$ cat src/rtl/sha_test_seq.sv
// Self-test sequencer: streams stored vectors into a hash core and scores each result
// against the stored expected hash, with a response watchdog.
//
// state | meaning
// IDLE  | waiting for start, results held
// FETCH | address vector memory, wait for room in the expected-hash FIFO
// ISSUE | capture message, push expected hash, pulse core_enable next cycle
// DRAIN | all vectors issued, waiting for the remaining results
// DONE  | run finished or watchdog expired, results held
module sha_test_seq #(
    parameter int NV   = 16,
    parameter int DW   = 512,
    parameter int HW   = 256,
    parameter int OUTS = 1,
    parameter int TMO  = 1024,
    localparam int AW  = (NV > 1) ? $clog2(NV) : 1,
    localparam int CW  = $clog2(NV + 1)
) (
    input  logic          clk,
    input  logic          rst,
    input  logic          start,
    output logic [AW-1:0] mem_addr,
    input  logic [DW-1:0] mem_data,
    input  logic [HW-1:0] mem_hash,
    output logic [DW-1:0] core_data,
    output logic          core_enable,
    input  logic [HW-1:0] core_hash,
    input  logic          core_ready,
    output logic          busy,
    output logic          done,
    output logic [CW-1:0] pass_cnt,
    output logic [CW-1:0] fail_cnt,
    output logic [AW-1:0] first_fail_idx,
    output logic          timeout
);

    localparam int FW = $clog2(OUTS + 1);
    localparam int PW = (OUTS > 1) ? $clog2(OUTS) : 1;
    localparam int WW = $clog2(TMO);

    typedef enum logic [2:0] {IDLE, FETCH, ISSUE, DRAIN, DONE} state_t;

    state_t        state, state_nxt;
    logic [HW-1:0] fifo_mem [OUTS];
    logic [PW-1:0] wr_ptr, rd_ptr;
    logic [FW-1:0] fifo_cnt;
    logic [AW-1:0] issue_idx;
    logic [CW-1:0] check_idx;
    logic [WW-1:0] wd_left;

    logic run, fifo_empty, pop, push, wd_trip, launch, room, last_issue, match;

    function automatic logic [PW-1:0] ptr_inc(input logic [PW-1:0] p);
        return (p == PW'(OUTS - 1)) ? '0 : p + PW'(1);
    endfunction

    assign run        = (state == FETCH) || (state == ISSUE) || (state == DRAIN);
    assign fifo_empty = (fifo_cnt == '0);
    assign pop        = run && core_ready && !fifo_empty;
    // Watchdog is a down-counter; terminal count hits on the TMO-th stalled cycle.
    assign wd_trip    = run && !fifo_empty && !core_ready && (wd_left == '0);
    assign push       = (state == ISSUE) && !wd_trip;
    assign launch     = start && ((state == IDLE) || (state == DONE));
    assign room       = (fifo_cnt - FW'(pop)) < FW'(OUTS);
    assign last_issue = (issue_idx == AW'(NV - 1));
    assign match      = (core_hash == fifo_mem[rd_ptr]);
    assign mem_addr   = issue_idx;

    always_ff @(posedge clk) begin
        if (!rst) begin
            state <= IDLE;
        end else begin
            state <= state_nxt;
        end
    end

    always_comb begin
        state_nxt = state;
        busy      = 1'b0;
        done      = 1'b0;
        case (state)
            IDLE, DONE: if (start) state_nxt = FETCH;
            FETCH:      if (room) state_nxt = ISSUE;
            ISSUE:      state_nxt = last_issue ? DRAIN : FETCH;
            DRAIN:      if (check_idx == CW'(NV)) state_nxt = DONE;
            default:    state_nxt = IDLE;
        endcase
        if (wd_trip) state_nxt = DONE;
        busy = (state != IDLE) && (state != DONE);
        done = (state == DONE);
    end

    always_ff @(posedge clk) begin
        if (rst && push) fifo_mem[wr_ptr] <= mem_hash;
    end

    always_ff @(posedge clk) begin
        if (!rst) begin
            core_enable    <= 1'b0;
            core_data      <= '0;
            issue_idx      <= '0;
            check_idx      <= '0;
            pass_cnt       <= '0;
            fail_cnt       <= '0;
            first_fail_idx <= '0;
            timeout        <= 1'b0;
            wr_ptr         <= '0;
            rd_ptr         <= '0;
            fifo_cnt       <= '0;
            wd_left        <= WW'(TMO - 1);
        end else begin
            core_enable <= push;
            if (push) core_data <= mem_data;
            if (launch) begin
                issue_idx      <= '0;
                check_idx      <= '0;
                pass_cnt       <= '0;
                fail_cnt       <= '0;
                first_fail_idx <= '0;
                timeout        <= 1'b0;
                wr_ptr         <= '0;
                rd_ptr         <= '0;
                fifo_cnt       <= '0;
                wd_left        <= WW'(TMO - 1);
            end else if (wd_trip) begin
                // Outstanding results are abandoned; counters freeze in DONE.
                timeout  <= 1'b1;
                wr_ptr   <= '0;
                rd_ptr   <= '0;
                fifo_cnt <= '0;
                wd_left  <= WW'(TMO - 1);
            end else begin
                if (push) begin
                    wr_ptr    <= ptr_inc(wr_ptr);
                    issue_idx <= issue_idx + AW'(1);
                end
                if (pop) begin
                    rd_ptr    <= ptr_inc(rd_ptr);
                    check_idx <= check_idx + CW'(1);
                    if (match) begin
                        pass_cnt <= pass_cnt + CW'(1);
                    end else begin
                        fail_cnt <= fail_cnt + CW'(1);
                        if (fail_cnt == '0) first_fail_idx <= check_idx[AW-1:0];
                    end
                end
                if (push && !pop)      fifo_cnt <= fifo_cnt + FW'(1);
                else if (pop && !push) fifo_cnt <= fifo_cnt - FW'(1);
                if (fifo_empty || core_ready) wd_left <= WW'(TMO - 1);
                else                          wd_left <= wd_left - WW'(1);
            end
        end
    end

endmodule

$ cat config.mk
export PLATFORM = sky130hd
export DESIGN_NAME = sha_test_seq
export DESIGN_NICKNAME = d
export VERILOG_FILES = /design/src/rtl/sha_test_seq.sv
export SDC_FILE = /design/constraint.sdc
export NUM_CORES = 1
export LEC_CHECK = 0
export ABC_AREA = 1
export CAP_MARGIN = 20
export CORE_AREA = 2 2 616 618
export CTS_CLUSTER_SIZE = 24
export DETAILED_ROUTE_END_ITERATION = 8
export DIE_AREA = 0 0 618 620
export GPL_ROUTABILITY_DRIVEN = 0
export GPL_TIMING_DRIVEN = 0
export PLACE_DENSITY = 0.3
export RECOVER_POWER = 25
export SLEW_MARGIN = 20
export SYNTH_ARGS = -nofsm -noshare
export SYNTH_HDL_FRONTEND = slang
export SYNTH_SLANG_ARGS = --single-unit
$ cat constraint.sdc
create_clock -name clk -period 25.1 [get_ports clk]
set_input_delay 6.275 -clock clk [delete_from_list [all_inputs] [get_ports clk]]
set_output_delay 6.275 -clock clk [all_outputs]
set_load 0.05 [all_outputs]
==> results.toml, run 1 <==
[cells_and_area]
layout-drive-gt1-share_pct = 5.20
synthToLayoutAreaGrowth_pct = 82.7
fillers = 42772
nets = 6513
finalNonFillerCells = 10645

[clock_network]
hold_buffers = 0
postCtsSetupBuffers = 0
cts-buffers-inserted = 118
cts.sinks = 807
cts-root-buf = "clkbuf_16"
cts_htree_levels = 3
cts_buffer_depth = 4
cts.clk_slew.worst_paths_ns = 0.06
worst_skew_pair.late_latency_ns = 0.89
cts_tree = "yes"
post_cts_resized = 0

[global_routing]
grt_max_degree = 24
grt_usage_pct = 14.3
grt_pass1_vias = 31230
grt_pass1_wl_um = 351000
antenna_found_initial = 284
grt.overflow.total = 0

[logic_synthesis]
ys_seq_elements = 807
yosysTopAreaCellShare_pct = 34.9
ys_warn_count = 0
synth_area_leader_cell = "dfxtp_1"
ys_top_cells_by_area = "dfxtp_1, edfxtp_1, nor2_1"
syn_inst = 3779
syn_nets = 4815
ys_seq_area_share_pct = 59.3
synth.distinct_cells = 34
syn_area_mm2 = 0.0316
syn_area_per_cell_um2 = 8.36

[drt]
drc = 0
antenna_left = 0
vias = 32695
drtIter0Drc = 1934
wl_per_cell_um = 26.9
drt_pass1_iterations = 6
routed_wl_um = 287000
vias_per_cell = 3.07

[pwr]
swShare_pct = 45.8
p_switching_uw = 3030
leakage_uw = 0.0212
pwr-share-comb_pct = 44.7
intPower_uw = 3580
clkPwrFrac_pct = 25.7
ir_worst_vdd_uv = 53.3
power_density_mw_per_mm2 = 115
p_seq_share_pct = 29.6

[sta]
final-max-slew-violation-count = 19
fin_worst_skew_ns = 0.0673
period_share_pct = 43.4
finalSetupViolCount = 0
relSlewSlack_pct = -11.0
hold_slack_ns = 0.411
tightest_slew_ns = 1.66
max_freq_ghz = 0.0918
rsz0062_at_grt = "false"
fin_setup_tns_ns = 0
finalHoldViolCount = 0
finalCriticalPeriod_ns = 10.89

[floorplan]
num_rows = 226
die_w_um = 618
fp.dieH_um = 620
coreArea_mm2 = 0.377
io_pins = 1562
initial_core_util_pct = 8.37
die_area_mm2 = 0.383

[worst_setup_path]
cp-start-kind = "primary input"
path_delay_family = "buffers and inverters"
cp_cell_sequence = "dlygate4sd3_1 > nor4_1 > nand3_1 > nand2_1 > clkbuf_1 > clkbuf_1 > nor2_1 > clkbuf_1 > buf_12 > buf_12 > buf_12"
crit_fanout = 21
cpMaxStageDelayCell = "nor2_1"
arrival_ns = 11.46
r2r_slack_ns = 19.51
max_stage_delay_ns = 1.28
critPathBufInv = 7
required_ns = 25.66
crit_type = "primary input to register"
cp-end-kind = "register"

[run_status]
violations = "capacitance limit, slew limit"
outcome = "finished, violations left"

[placement]
place_hpwl_um = 252000
dp_cells = 10372
port_buffers = 1561

[job]
cap_viol_max_count = 2

[min_path]
holdCritPathClass = "register to register"
==> layout by cell type, fill, tap and decap left out, drive strengths merged, types with 66 or more instances in the layout <==
master	instances
buf	97
nor2	1347
edfxtp	256
o21ai	521
diode	66
dfxtp	551
clkbuf	267
xor2	110
dlygate4sd3	258
nand2	466
clkdlybuf4s50	1301
inv	286
==> registers in the layout, summed over array words and instances (netlist names) <==
signal	flops
wd_left	10
pass_cnt	5
fifo_mem	256
mem_addr	4
fail_cnt	5
core_data	512
state	3
first_fail_idx	4
core_enable	1
fifo_cnt	1
check_idx	5
timeout	1
==> logic make-up (layout without fill, tap and decap cells) <==
family | Yosys count | count (layout) | share of synthesized area, %
xor+xnor | 115 | 115 | 3.19
flops | 807 | 807 | 59.3
compound gates | 537 | 537 | 8.54
buf+inv | 453 | 2237 | 6.04
fa+ha+maj | 8 | 8 | 0.317
simple gates | 1859 | 1859 | 22.6
other cells | 0 | 66 | 0
==> cells in the mapped netlist <==
master	n
nor2_1	1342
nand2_1	464
ha_1	8
xnor2_1	5
nand3_1	18
buf_2	93
nor4_4	1
o211ai_1	1
o21ai_1	102
nand4_1	9
buf_6	12
clkbuf_1	67
nand2_2	2
o31ai_1	1
nor4_2	1
clkinv_1	1
or2_2	3
inv_1	277
nor3b_1	2
dfxtp_1	551
nor2_2	2
xor2_1	110
nor2_4	3
nand3b_1	1
a2111oi_1	1
nor3_2	3
edfxtp_1	256
nand3_2	3
or2_1	1
inv_2	3
nor3_1	3
o21ai_0	419
nand4_2	1
a21oi_1	13
==> worst paths after layout <==
| check | start | to | depth (start not counted) |
|---|---|---|---|
| hold / removal | wd_left[0] | wd_left[0] | 1 |
| setup / recovery | core_ready | fifo_mem[0][107] | 11 |
| setup reg to reg | wd_left[0] | fifo_mem[0][107] | 12 |
| hold reg to reg | wd_left[0] | wd_left[0] | 1 |
==> worst reg2reg max path, stage by stage, from the launching register on <==
cell      delay [ns]
dfxtp_1         0.35
inv_1           0.08
ha_1            0.20
nor3b_1         0.16
nand3_1         0.11
nand2_1         0.36
clkbuf_1        0.77
clkbuf_1        0.45
nor2_1          1.28
clkbuf_1        0.80
buf_12          0.28
buf_12          0.23
buf_12          0.21
==> metal layers <==
metal  share of wire (%)  track usage, %  wire length, um  vias up
met2                  51            26.0           145000     1533
li1                    -               -                -    15393
met5                0.20               0              582        -
met3                 9.0            5.28            25700      610
met1                  37            15.6           106000    15067
met4                 3.1            3.65             8770       92
==> cell type report <==
class                      instances  area, um^2  area share (%)
sequential                       807       18700            32.4
timing repair buffer            1578       16000            27.7
multi-input combinational       2519       10900            18.9
tap                             5016        6280            10.9
clock buffer                     173        3420            5.93
inverter                         281        1050            1.83
buffer                           172         764            1.32
clock inverter                    33         395           0.685
antenna                           66         165           0.286
==> per-stage QoR <==
step | cell area (um^2) | utilization (%) | power, uW | setup slack [ns]
2_1_floorplan | 31600 | - | 3580 | 6.82
3_3_place_gp | 53500 | 14.2 | 5060 | -3.52
3_5_place_dp | 53900 | 14.3 | 5040 | 15.06
4_1_cts | 57700 | 15.3 | 6810 | 16.06
5_1_grt | 57600 | 15.3 | 6970 | 13.80
6_report | 57700 | 15.3 | 6610 | 14.21
==> power by group through the flow <==
stage	combinational (uW)	clock (uW)	sequential, uW
after floorplan	669	0	2910
after global placement	3030	0	2030
after detailed placement	3050	0	1980
after CTS	3060	1790	1960
after global routing	3150	1830	1990
final	2950	1700	1950
Power figures use the tool's default switching activity.
==> inputs of run 2 (changes only) <==
--- a/config.mk
+++ b/config.mk
@@ -7,10 +7,10 @@
 export LEC_CHECK = 0
 export ABC_AREA = 1
 export CAP_MARGIN = 20
-export CORE_AREA = 2 2 616 618
+export CORE_AREA = 2 2 615 617
 export CTS_CLUSTER_SIZE = 24
 export DETAILED_ROUTE_END_ITERATION = 8
-export DIE_AREA = 0 0 618 620
+export DIE_AREA = 0 0 617 619
 export GPL_ROUTABILITY_DRIVEN = 0
 export GPL_TIMING_DRIVEN = 0
 export PLACE_DENSITY = 0.3
==> constraint.sdc (replaced) <==
create_clock -name clk -period 9.8 [get_ports clk]
set_input_delay 2.45 -clock clk [delete_from_list [all_inputs] [get_ports clk]]
set_output_delay 2.45 -clock clk [all_outputs]
set_load 0.05 [all_outputs]
==> run 2 against run 1 <==
  * The flow still finishes with violations (capacitance limit, slew limit)
  * Sequential power grew to 2.6 times the previous value
  * Clock skew grew 0.012 ns
  * Critical path depth grew 2
  * Worst setup slack lost 12 ns
  * Critical endpoint is now fifo_mem[0][202]
  * Largest power group unchanged
==> results.toml, run 2 (synthesis results as in run 1) <==
[placement]
port_buffers = 1561
placed_area_mm2 = 0.0538
place_hpwl_um = 255000

[cells_and_area]
nets = 6517
regArea_mm2 = 0.0187
final_core_util_pct = 15.4
layout_commonest_cell = "nor2_1"
postLayoutCellArea_mm2 = 0.0579
regMostFlops = "core_data"
final_cell_mix = "nor2_1, clkdlybuf4s50_1, dfxtp_1"
largest_reg_flops = 512
layout-drive-gt1-share_pct = 5.65
largestRegisters = "core_data x512, fifo_mem x256, wd_left x10"
multi_input_area_mm2 = 0.0109
fillers = 42331
synthToLayoutAreaGrowth_pct = 83.3

[worst_setup_path]
required_ns = 10.42
arrival_ns = 7.73
startpoint = "core_ready"
reg2regPathDepth = 13
r2r_end = "fifo_mem[0][202]"
crit_fanout = 24
crit_type = "primary input to register"
cp-start-kind = "primary input"
r2r_slack_ns = 4.28
crit_end = "fifo_mem[0][202]"
reg2reg_from = "fifo_cnt"
cp-end-kind = "register"

[floorplan]
io_pins = 1562
die_w_um = 617
coreArea_mm2 = 0.375
initial_core_util_pct = 8.43
num_rows = 225
die_area_mm2 = 0.382
fp.dieH_um = 619

[global_routing]
grt_pass1_wl_um = 356000
grt.overflow.total = 0
grt_usage_pct = 14.5
grt_max_degree = 25
antenna_found_initial = 309
grt_pass1_vias = 31563

[clock_network]
post_cts_resized = 0
hold_buffers = 0
worst_skew_pair.late_latency_ns = 0.88
cts_buffer_depth = 4
cts.sinks = 807
cts-buffers-inserted = 122
cts.clk_slew.worst_paths_ns = 0.06
cts-root-buf = "clkbuf_16"
postCtsSetupBuffers = 0
cts_tree = "yes"
cts_htree_levels = 3

[sta]
finalHoldViolCount = 0
fin_worst_skew_ns = 0.0790
period_share_pct = 72.6
relSlewSlack_pct = -69.3
rsz0062_at_grt = "false"
finalSetupViolCount = 0
max_freq_ghz = 0.141
tightest_slew_ns = 2.54
final-max-slew-violation-count = 15
finalCriticalPeriod_ns = 7.11

[run_status]
violations = "capacitance limit, slew limit"
outcome = "finished, violations left"

[drt]
drtIter0Drc = 2045
vias = 32887
drt_pass1_iterations = 5
drc = 0
wl_per_cell_um = 27.1
routed_wl_um = 289000
antenna_left = 0
vias_per_cell = 3.08

[pwr]
finalPower_uw = 17100
ir_worst_vdd_uv = 162
leakage_uw = 0.0213
power_density_mw_per_mm2 = 295

[job]
cap_viol_max_count = 2

[min_path]
holdCritPathClass = "register to register"
[run 2: through the flow]
stage	std cells	setup TNS, ns	hold WS (ns)	setup WS (ns)
after CTS	10567	0	0.413	4.63
after global placement	10334	-456.96	0.396	-1.90
after detailed placement	10351	0	0.402	3.72
final	10667	0	0.408	2.69
after global routing	10622	0	0.434	2.36
after floorplan	3779	0	0.379	2.62
[run 2: routing by layer]
layer | share of wire (%) | up-vias | GRT usage, % | routed length, um
li1 | - | 15472 | - | -
met1 | 36 | 15121 | 15.1 | 104000
met2 | 52 | 1545 | 27.3 | 151000
met3 | 8.8 | 639 | 5.41 | 25500
met4 | 2.8 | 110 | 3.60 | 8230
met5 | 0.25 | - | 0 | 710
[run 2: worst max-delay path: stages]
cell and delay, ns:
clkdlybuf4s50_1 0.45, nor4_1 0.36, nand3_1 0.18, nand2_1 0.31, clkbuf_1 1.83, clkbuf_1 0.50, nor2_1 0.40, buf_12 0.28
buf_12 0.18, buf_16 0.17, buf_12 0.17, buf_12 0.18, buf_12 0.18
[run 2: final cells by class]
cell class / instances / area share, %
clock buffers: 170 / 5.95
inverters: 281 / 1.82
repair buffers: 1578 / 27.5
flip-flops and latches: 807 / 32.3
clock inverters: 46 / 0.875
diodes: 100 / 0.432
well taps: 4994 / 10.8
multi-input cells: 2519 / 18.9
plain buffers: 172 / 1.38
[run 2: worst min-delay path by stage]
stage | startpoint | to | slack [ns] | cells after the start
2_1_floorplan | wd_left[0] | wd_left[0] | 0.38 | 1
3_3_place_gp | wd_left[0] | wd_left[0] | 0.40 | 1
3_5_place_dp | wd_left[0] | wd_left[0] | 0.40 | 1
4_1_cts | wd_left[0] | wd_left[0] | 0.41 | 1
5_1_grt | wd_left[0] | wd_left[0] | 0.43 | 1
6_report | wd_left[0] | wd_left[0] | 0.41 | 1
[run 2: power by group]
group          total [uW]  leakage (uW)  switching, uW  internal [uW]
combinational        7560        0.0125           5290           2270
clock                4470       0.00194           1820           2640
sequential           5030       0.00683            654           4370
total               17100        0.0213           7770           9280
==> inputs of run 3 (changes only) <==
--- a/config.mk
+++ b/config.mk
@@ -7,10 +7,10 @@
 export LEC_CHECK = 0
 export ABC_AREA = 1
 export CAP_MARGIN = 20
-export CORE_AREA = 2 2 615 617
+export CORE_AREA = 2 2 602 604
 export CTS_CLUSTER_SIZE = 24
 export DETAILED_ROUTE_END_ITERATION = 8
-export DIE_AREA = 0 0 617 619
+export DIE_AREA = 0 0 604 606
 export GPL_ROUTABILITY_DRIVEN = 0
 export GPL_TIMING_DRIVEN = 0
 export PLACE_DENSITY = 0.3
==> constraint.sdc (replaced) <==
create_clock -name clk -period 6.6 [get_ports clk]
set_input_delay 1.65 -clock clk [delete_from_list [all_inputs] [get_ports clk]]
set_output_delay 1.65 -clock clk [all_outputs]
set_load 0.05 [all_outputs]
==> run 3 against run 2 <==
  * Register-to-register slack worse by 2.0 ns
  * The flow now finishes without violations
  * Count of clock-buffer cells in the layout increased by 6
  * Critical endpoint is now fifo_mem[0][226]
  * Clock power rose by 49%
  * Non-clock buffer count is 3 higher
  * Utilization grew 0.57 points
  * Largest power group unchanged
  * Global-route usage rose by 0.068 points
  * Power increased by 48%
  * Final area shrank 0.28%
  * Sequential share of layout area grew 0.090 points
  * Flip-flop and latch count unchanged
==> results.toml, run 3 (synthesis results as in run 1) <==
[run_status]
outcome = "finished clean"

[sta]
rsz0062_at_grt = "false"
fin_worst_skew_ns = 0.0792
tightest_slew_ns = 1.43
finalSetupViolCount = 0
relSlewSlack_pct = 4.93
max_freq_ghz = 0.201
final-max-slew-violation-count = 0
finalHoldViolCount = 0
finalCriticalPeriod_ns = 4.98
period_share_pct = 75.5
hold_slack_ns = 0.416

[floorplan]
num_rows = 221
fp.dieH_um = 606
io_pins = 1562
initial_core_util_pct = 8.77
die_area_mm2 = 0.366
coreArea_mm2 = 0.360
die_w_um = 604

[worst_setup_path]
arrival_ns = 5.55
cp_cell_sequence = "dlygate4sd3_1 > nor4_1 > nand3_1 > nand2_1 > buf_6 > clkbuf_1 > nor2_1 > buf_12 > buf_12 > buf_12 > buf_12 > buf_16"
cpMostUsedCell = "buf_12"
reg2regPathDepth = 10
required_ns = 7.17
cpMaxStageDelayCell = "clkbuf_1"
crit_end = "fifo_mem[0][226]"
cp-start-kind = "primary input"
startpoint = "core_ready"
reg2reg_from = "wd_left[0]"
r2r_slack_ns = 2.33
crit_fanout = 22
cp-end-kind = "register"
max_stage_delay_ns = 0.62
crit_type = "primary input to register"
r2r_end = "core_data[111]"

[drt]
drt_pass1_iterations = 5
drc = 0
antenna_left = 0
vias_per_cell = 3.16
routed_wl_um = 279000
vias = 32860
drtIter0Drc = 1971
wl_per_cell_um = 26.8

[clock_network]
cts_buffer_depth = 4
cts_tree = "yes"
cts.sinks = 807
post_cts_resized = 0
hold_buffers = 0
cts-root-buf = "clkbuf_16"
worst_skew_pair.late_latency_ns = 0.86
cts.clk_slew.worst_paths_ns = 0.06
cts_htree_levels = 3
cts-buffers-inserted = 120
postCtsSetupBuffers = 0

[cells_and_area]
multi_input_area_mm2 = 0.0109
regMostFlops = "core_data"
largest_reg_flops = 512
fillers = 40589
layout-drive-gt1-share_pct = 5.70
final_core_util_pct = 16.0
largestRegisters = "core_data x512, fifo_mem x256, wd_left x10"
final_cell_mix = "nor2_1, clkdlybuf4s50_1, dfxtp_1"
regArea_mm2 = 0.0187
layout_commonest_cell = "nor2_1"
synthToLayoutAreaGrowth_pct = 82.8
nets = 6518

[min_path]
holdCritPathClass = "register to register"

[global_routing]
grt_usage_pct = 14.6
grt_pass1_vias = 31483
grt_max_degree = 23
antenna_found_initial = 300
grt_pass1_wl_um = 345000
grt.overflow.total = 0

[placement]
place_hpwl_um = 245000
port_buffers = 1561

[pwr]
power_density_mw_per_mm2 = 437
finalPower_uw = 25200
ir_worst_vdd_uv = 211
leakage_uw = 0.0214

[job]
cap_viol_max_count = 0
run 3: final cells by class:
cell class	instances	share of cell area, %
Sequential cell	807	32.4
Timing Repair Buffer	1581	27.9
Multi-Input combinational cell	2519	18.9
Tap cell	4794	10.4
Clock buffer	176	6.13
Inverter	281	1.83
Buffer	172	1.45
Clock inverter	43	0.802
Antenna cell	42	0.182
run 3: worst min-delay path by stage:
stage | start | endpoint | cells after the start
3_5_place_dp | wd_left[0] | wd_left[0] | 1
3_3_place_gp | wd_left[0] | wd_left[0] | 1
2_1_floorplan | wd_left[0] | wd_left[0] | 1
4_1_cts | wd_left[0] | wd_left[0] | 1
5_1_grt | wd_left[0] | wd_left[0] | 1
6_report | wd_left[0] | wd_left[0] | 1
run 3: metal layers:
layer,wire length (um),vias up,global-route usage [%]
met5,758,-,0
li1,-,15427,-
met3,24300,635,5.15
met1,104000,15204,15.9
met2,142000,1478,26.9
met4,7980,116,3.40
run 3: report_power, final:
| part | total [uW] | internal [uW] | switching, uW |
|---|---|---|---|
| registers | 7400 | 6490 | 915 |
| logic | 11200 | 3430 | 7730 |
| clock network | 6660 | 3960 | 2700 |
| total | 25200 | 13900 | 11300 |
run 3: critical path: cells and delay by family:
family | cells | cell delay, ns
buf+inv | 8 | 2.52
simple gates | 4 | 1.29
run 3: metrics by stage:
stage / worst slack (ns) / TNS (ns) / area, um^2 / std cells
6_report: 1.62 / 0 / 57700 / 10415
3_3_place_gp: -4.34 / -1109.86 / 53200 / 10134
3_5_place_dp: 1.08 / 0 / 53700 / 10154
2_1_floorplan: 0.224 / 0 / 31600 / 3779
4_1_cts: 2.01 / 0 / 57700 / 10373
5_1_grt: 1.33 / 0 / 57700 / 10391
